<file path="config.mk">
export PLATFORM = sky130hd
export DESIGN_NAME = dco_fll_ctrl
export DESIGN_NICKNAME = d
export VERILOG_FILES = /design/src/rtl/dco_fll_ctrl.sv
export SDC_FILE = /design/constraint.sdc
export NUM_CORES = 1
export LEC_CHECK = 0
export BUFFER_PORTS_ARGS = -buffer_cell sky130_fd_sc_hd__buf_2
export CAP_MARGIN = 30
export CORE_UTILIZATION = 59
export CTS_CLUSTER_SIZE = 28
export DETAILED_ROUTE_END_ITERATION = 8
export HOLD_SLACK_MARGIN = 0.03
export PLACE_DENSITY_LB_ADDON = 0.12
export SLEW_MARGIN = 20
export SYNTH_ARGS = -nofsm -noshare
export SYNTH_HDL_FRONTEND = slang
export SYNTH_SLANG_ARGS = --single-unit
</file>
<file path="constraint.sdc">
create_clock -name clk -period 3.76 [get_ports clk]
set_input_delay 0.188 -clock clk [delete_from_list [all_inputs] [get_ports clk]]
set_output_delay 0.188 -clock clk [all_outputs]
set_load 0.02 [all_outputs]
</file>
<file path="src/rtl/dco_fll_ctrl.sv">
// Frequency-locked-loop controller: counts DCO rising edges over a fixed clk window
// and nudges the DCO code one step per window toward the target edge count.
module dco_fll_ctrl #(
  parameter int         WINDOW    = 256,
  parameter int         TOL       = 1,
  parameter int         LOCK_N    = 4,
  parameter logic [7:0] INIT_CODE = 8'h80
) (
  input  logic       clk,
  input  logic       rst_n,
  input  logic       ena,
  input  logic [7:0] target,
  input  logic       dco_in,
  output logic [7:0] dco_code,
  output logic [7:0] count,
  output logic       meas_valid,
  output logic       locked
);

  localparam int WW = (WINDOW > 1) ? $clog2(WINDOW) : 1;
  localparam int LW = (LOCK_N > 0) ? $clog2(LOCK_N + 1) : 1;

  localparam logic [WW-1:0]      WIN_LAST = WW'(WINDOW - 1);
  localparam logic [LW-1:0]      LOCK_MAX = LW'(LOCK_N);
  localparam logic signed [9:0]  TOL_S    = 10'(TOL);

  typedef enum logic [1:0] {
    IDLE    = 2'd0,
    MEASURE = 2'd1,
    UPDATE  = 2'd2
  } state_t;

  state_t         state;
  logic [WW-1:0]  win_cnt;
  logic [8:0]     edge_cnt;
  logic [LW-1:0]  lock_cnt;

  logic           dco_p0;
  logic           dco_p1;
  logic           dco_p2;
  logic           rise_det;

  logic signed [9:0] count_new_s;
  logic signed [9:0] target_s;
  logic              too_slow;
  logic              too_fast;
  logic [LW-1:0]     lock_next;

  function automatic logic [8:0] sat_inc_edges(input logic [8:0] v);
    return (v >= 9'd255) ? 9'd255 : v + 9'd1;
  endfunction

  function automatic logic [7:0] sat_inc_code(input logic [7:0] v);
    return (v == 8'hFF) ? v : v + 8'd1;
  endfunction

  function automatic logic [7:0] sat_dec_code(input logic [7:0] v);
    return (v == 8'h00) ? v : v - 8'd1;
  endfunction

  function automatic logic [LW-1:0] sat_inc_lock(input logic [LW-1:0] v);
    return (v >= LOCK_MAX) ? LOCK_MAX : v + 1'b1;
  endfunction

  // Stage p0/p1: two-flop synchroniser; stage p2: delayed copy for rising-edge detect
  always_ff @(posedge clk or negedge rst_n) begin
    if (!rst_n) begin
      dco_p0 <= 1'b0;
      dco_p1 <= 1'b0;
      dco_p2 <= 1'b0;
    end else begin
      dco_p0 <= dco_in;
      dco_p1 <= dco_p0;
      dco_p2 <= dco_p1;
    end
  end

  assign rise_det = dco_p1 & ~dco_p2;

  // Window verdict, evaluated against the live target so a change lands at the next UPDATE
  always_comb begin
    count_new_s = $signed({2'b00, edge_cnt[7:0]});
    target_s    = $signed({2'b00, target});
    too_slow    = count_new_s < (target_s - TOL_S);
    too_fast    = count_new_s > (target_s + TOL_S);
    lock_next   = sat_inc_lock(lock_cnt);
  end

  always_ff @(posedge clk or negedge rst_n) begin
    if (!rst_n) begin
      state      <= IDLE;
      win_cnt    <= '0;
      edge_cnt   <= '0;
      lock_cnt   <= '0;
      dco_code   <= INIT_CODE;
      count      <= 8'h00;
      meas_valid <= 1'b0;
      locked     <= 1'b0;
    end else begin
      meas_valid <= 1'b0;
      case (state)
        IDLE: begin
          win_cnt  <= '0;
          edge_cnt <= '0;
          lock_cnt <= '0;
          locked   <= 1'b0;
          if (ena) state <= MEASURE;
        end

        MEASURE: begin
          if (!ena) begin
            state    <= IDLE;
            win_cnt  <= '0;
            edge_cnt <= '0;
            lock_cnt <= '0;
            locked   <= 1'b0;
          end else begin
            if (rise_det) edge_cnt <= sat_inc_edges(edge_cnt);
            if (win_cnt == WIN_LAST) state <= UPDATE;
            else                     win_cnt <= win_cnt + 1'b1;
          end
        end

        UPDATE: begin
          win_cnt  <= '0;
          edge_cnt <= '0;
          if (!ena) begin
            state    <= IDLE;
            lock_cnt <= '0;
            locked   <= 1'b0;
          end else begin
            state      <= MEASURE;
            count      <= edge_cnt[7:0];
            meas_valid <= 1'b1;
            if (too_slow) begin
              dco_code <= sat_inc_code(dco_code);
              lock_cnt <= '0;
              locked   <= 1'b0;
            end else if (too_fast) begin
              dco_code <= sat_dec_code(dco_code);
              lock_cnt <= '0;
              locked   <= 1'b0;
            end else begin
              lock_cnt <= lock_next;
              locked   <= (lock_next == LOCK_MAX);
            end
          end
        end

        default: begin
          state    <= IDLE;
          win_cnt  <= '0;
          edge_cnt <= '0;
          lock_cnt <= '0;
          locked   <= 1'b0;
        end
      endcase
    end
  end

endmodule
</file>
## Word-level counts from Yosys, hierarchy flattened

Index checks and enable logic that the tools add are counted.

- Add/subtract/negate cells: 7
- Order comparisons: 4
- Equality and inequality tests: 12
- Muxes and demuxes: 29
- Bitwise gates (word level): 2
- Reductions and logical operators: 6

Operator list:

| cell | number |
|---|---|
| $mux 8 | 7 |
| $mux 9 | 4 |
| $add 8x1->8 const B | 2 |
| $eq 8x8->1 const B | 2 |
| $mux 3 | 5 |
| $add 8x1->9 const B | 1 |
| $add 9x1->9 const B | 1 |
| $ge 9x8->1 const B | 1 |
| $gt 8x9->1 | 1 |
| $lt 9x9->1 | 1 |
| $ne 3x3->1 const B | 3 |
| $sub 8x1->9 const B | 1 |
| $logic_not 8->1 | 1 |
| $ne 2x2->1 const B | 4 |
| $sub 8x1->8 const B | 1 |
| $mux 1 | 7 |
| $mux 2 | 3 |
| $pmux 2 s3 | 1 |
| $pmux 3 s2 | 1 |
| $reduce_and 5->1 | 1 |
| $reduce_and 2->1 | 2 |
| $add 3x1->3 const B | 1 |
| $eq 3x3->1 const B | 1 |
| $ge 3x3->1 const B | 1 |
| other kinds (7) | 7 |

- Bits in registers: 43
- Output and inout port bits: 18
- Word-level logic and storage cells: 71

## Depth between registers and ports, before layout

- Depth after elaboration: 7
- Gate-level depth with buffers: 16
- Depth with buffers taken out: 15

## Least setup slack after synthesis

No wires, ideal clock.

- Kind: input-to-reg
- Start: input port target[0]
- End: register dco_code[6]
- Library setup time: 0.080 ns
- Arrival time: 2.719 ns
- Required time: 3.680 ns
- Slack: 0.961 ns
- Stages on the path: 15
- Path through: inv_1 ha_1 nor3b_4 nand2_1 xor2_1 ha_1 o211ai_1 a21oi_4 o22ai_2 buf_6 xnor2_1 ha_1 or3_1 a21oi_2 xor2_1

- Word-level cells in the longest chain between the ends: 4
- Elaborated cells on any way between the ends: 9
- Classes of those cells: 2 x add/sub; 2 x order compare; 2 x eq/ne; 1 x mux; 2 x reduce/logical

RTL lines:

| element | line | text |
|---|---|---|
| start, declared | 12 | `input logic [7:0] target,` |
| $sub 8x1->9 or $add 8x1->9 (tied branches) | 84, 85 |  |
| $lt 9x9->1 or $gt 8x9->1 (tied branches) | 84, 85 |  |
| $ne 2x2->1 (no line) or $reduce_bool 2->1 (tied branches) | -- |  |
| $reduce_and 5->1 (no line) | -- |  |
| end signal, assigned | 136 | `dco_code <= sat_inc_code(dco_code);` |
| end signal, assigned | 140 | `dco_code <= sat_dec_code(dco_code);` |
| end, declared | 14 | `output logic [7:0] dco_code,` |

Parallel ways exist; a longest one is shown, timed or not.
A chain may end at the register's enable or synchronous reset.

## Worst setup path after layout

Ends and elaborated chain as after synthesis.

==> run summary <==
DIE AREA: 4943 sq um
crit-path max FO: 13
layout cell share with drive strength beyond 1: 16.05%
row count: 24
syn nets: 329
Setup-failing EPs final: 0
Sw Pwr: 207.5 uW
Worst setup SP type: input port
min Tclk post-route: 2.985 ns
CP Capture Point: dco_code[6]
setup_tns: 0 ns
Reg power frac: 56.3%
P_int: 633.0 uW
Leak: 0.001475 uW
DRC Markers: 0
Clock Tree Buf Depth: 2
YS warnings: 0
combinational power share: 10.4%
Total GRT Usage: 24.32%
Yosys reg bits: 43
first-pass GRT wire length: 9.356 mm
Max Clock Skew: 0.008313 ns
Final Cycle Share: 79.39%
CTS tree: done
CTS root buf: clkbuf_8
H-tree levels: 2
number of synthesized flops with an enable pin: 0
Area contributors post-synth: dfrtp_1 (38%), ha_1 (11%), nand2_1 (5.0%)
Ports: 30
vias: 2156
Design Area, Final: 3027 sq um
part of the power in the clock network: 33.2%
peak supply drop: 0.2328 mV
PD cells: 277.7 nW/um^2
area leader, netlist: dfrtp_1
Cell Area, Synth: 2753 sq um
Place WS: 0.4931 ns
HP Class: in -> reg
Area Overhead vs Synth: 9.954%
Post-DRT Antenna Nets: 0
max-slew violations: 0
worst reg2reg path depth: 10
PnR worst setup slack: 0.7748 ns
slew margin rel.: 68.64%
count of different cell masters after synthesis: 53
start point of the critical path: target[0]
DP Cell Count: 365
Antenna diodes: 0
R2R Setup Slk: 0.84 ns
FFs w/ async S/R, synth: 100.0%
wire per inst: 14.22 um
clk slew on worst S/H paths: 0.08 ns
sw frac: 24.69%
RSZ-0062 raised after global routing: false
initial antenna violation count: 0
Final nets: 359
1st-iter DRT viols: 120
top-area cell type share of the netlist area: 38.18%
WL final: 5.348 mm
Worst Setup Path Type: in -> reg
Max Cap Viol: 0
run status: completed
post-synthesis cell count: 293
most common cell after layout, fill and taps aside: dfrtp_1
worst reg2reg endpoint: dco_code[6]
number of global-route vias before repair: 2000
worst slew pin tran: 0.4662 ns
sequential share of the synthesized area: 39.14%
count of input and output buffers: 29
f_max: 335.0 MHz
Initial Util: 62.36%
Req. time, crit path: 3.98 ns
Post-synth top flop: dfrtp_1
commonest cells after routing, fill and taps aside: dfrtp_1 (42), nand2_1 (37), buf_2 (29), nor2_1 (26), ha_1 (24)
total gr overflow: 0
largest net degree at the start of global routing: 44
DR pass1 iterations: 4
reg-to-reg startpoint: edge_cnt[1]
Avg Vias per Cell: 5.734
Post-DP HPWL: 3.777 mm
fin cells: 376
die height: 70.31 um
Final Hold Vio Count: 0
Hold Slack: 0.1685 ns
Die Wd: 70.31 um
core area: 4414 sq um
critical path arrival: 3.21 ns
Inserted Clock Buffers: 5
Placement Cell Area: 2905 sq um
routability cong.: 0.8448
Critical Path Sink Type: flop
worst skew pair latency: 0.29 ns
clock sink count: 43
syn avg cell area: 9.395 sq um
PostCTS Resize Cnt: 0
## kinds of logic (layout without fill, tap and decap cells)
kind of cell / Yosys count / count (layout) / share of synthesized area, %
mux: 2 / 2 / 0.7727
fa+ha+maj: 24 / 24 / 10.91
buf+inv: 23 / 54 / 3.999
simple gates: 125 / 125 / 23.64
compound gates: 51 / 51 / 13.59
flops: 43 / 43 / 39.14
xor+xnor: 25 / 25 / 7.955
## per-stage QoR
stage,utilization [%],total power [uW]
after floorplan,-,536.7
after global placement,65.82,565.0
after detailed placement,65.82,566.6
after CTS,67.89,850.5
after global routing,68.57,880.4
final,68.57,840.6
## critical path, cell delays in order
cell,delay (ns)
buf_2,0.13
inv_1,0.08
ha_1,0.18
nor3b_4,0.29
nand2_1,0.12
xor2_1,0.16
ha_1,0.29
a21oi_1,0.22
nand2_2,0.10
o22ai_2,0.35
xnor2_1,0.12
ha_1,0.25
or3_1,0.40
a21oi_2,0.15
xor2_1,0.16
## power by group through the flow
| stage | Sequential, uW | Clock (uW) | Combinational, uW |
|---|---|---|---|
| after floorplan | 481 | 0 | 55.2 |
| after global placement | 482 | 0 | 82.5 |
| after detailed placement | 483 | 0 | 84.0 |
| after CTS | 473 | 292 | 85.3 |
| after global routing | 474 | 307 | 99.7 |
| final | 474 | 279 | 87.7 |
## synthesized netlist by cell type, types with 2 or more instances
master    instances
nor2b_1           3
nand2_1          37
a21oi_1          16
ha_1             24
nor4_1            4
buf_6             3
o31ai_1           2
a21oi_2           5
and3_1            5
and4b_1           2
a211oi_1          2
a22o_1            2
clkbuf_1          5
inv_1            12
a31oi_1           2
nand3_1          15
o21ai_0           6
and4_1            2
or3_1             4
a311oi_1          5
o211ai_1          2
o21a_1            2
nor3_1            6
nand4_1           5
or4_1             2
dfrtp_1          42
xnor2_1          14
nand2b_1          4
xor2_1           11
nor2_1           26
## flip-flops by register name, indices dropped and copies added (netlist names)
register	cells
win_cnt	8
edge_cnt	9
locked	1
lock_cnt	3
dco_p0	1
dco_code	8
dco_p1	1
dco_p2	1
count	8
meas_valid	1
state	2
## worst min-delay path by stage
| stage | startpoint | endpoint | depth (start not counted) |
|---|---|---|---|
| 2_1_floorplan | rst_n | count[0] | 0 |
| 6_report | ena | state[0] | 2 |
| 4_1_cts | rst_n | dco_code[6] | 1 |
| 3_3_place_gp | dco_in | dco_p0 | 1 |
| 5_1_grt | ena | state[0] | 2 |
| 3_5_place_dp | dco_in | dco_p0 | 1 |
## area by class of cell
class | count | area (sq um)
Clock buffer | 7 | 76.32
Clock inverter | 1 | 5.005
Fill cell | 346 | 1388
Inverter | 14 | 52.55
Multi-Input combinational cell | 227 | 1565
Sequential cell | 43 | 1077
Tap cell | 52 | 65.06
Timing Repair Buffer | 32 | 185.2
## metal layers
metal / vias to the layer above / global-route usage (%) / wire length (um)
met3: 8 / 5.051 / 247
met2: 49 / 36.61 / 2421
met1: 1001 / 33.74 / 2562
met4: 0 / 10.89 / 116
li1: 1098 / - / -
met5: - / 0 / 0
## repair_timing
| action | 4_1_cts | 5_1_grt |
|---|---|---|
| endpoints found under the hold margin | 1 | 9 |
| buffers inserted | 0 | 0 |
| hold buffers | 1 | 1 |
| endpoints found under the setup margin | 0 | 0 |
No activity file was read; power rests on OpenSTA's default activity.
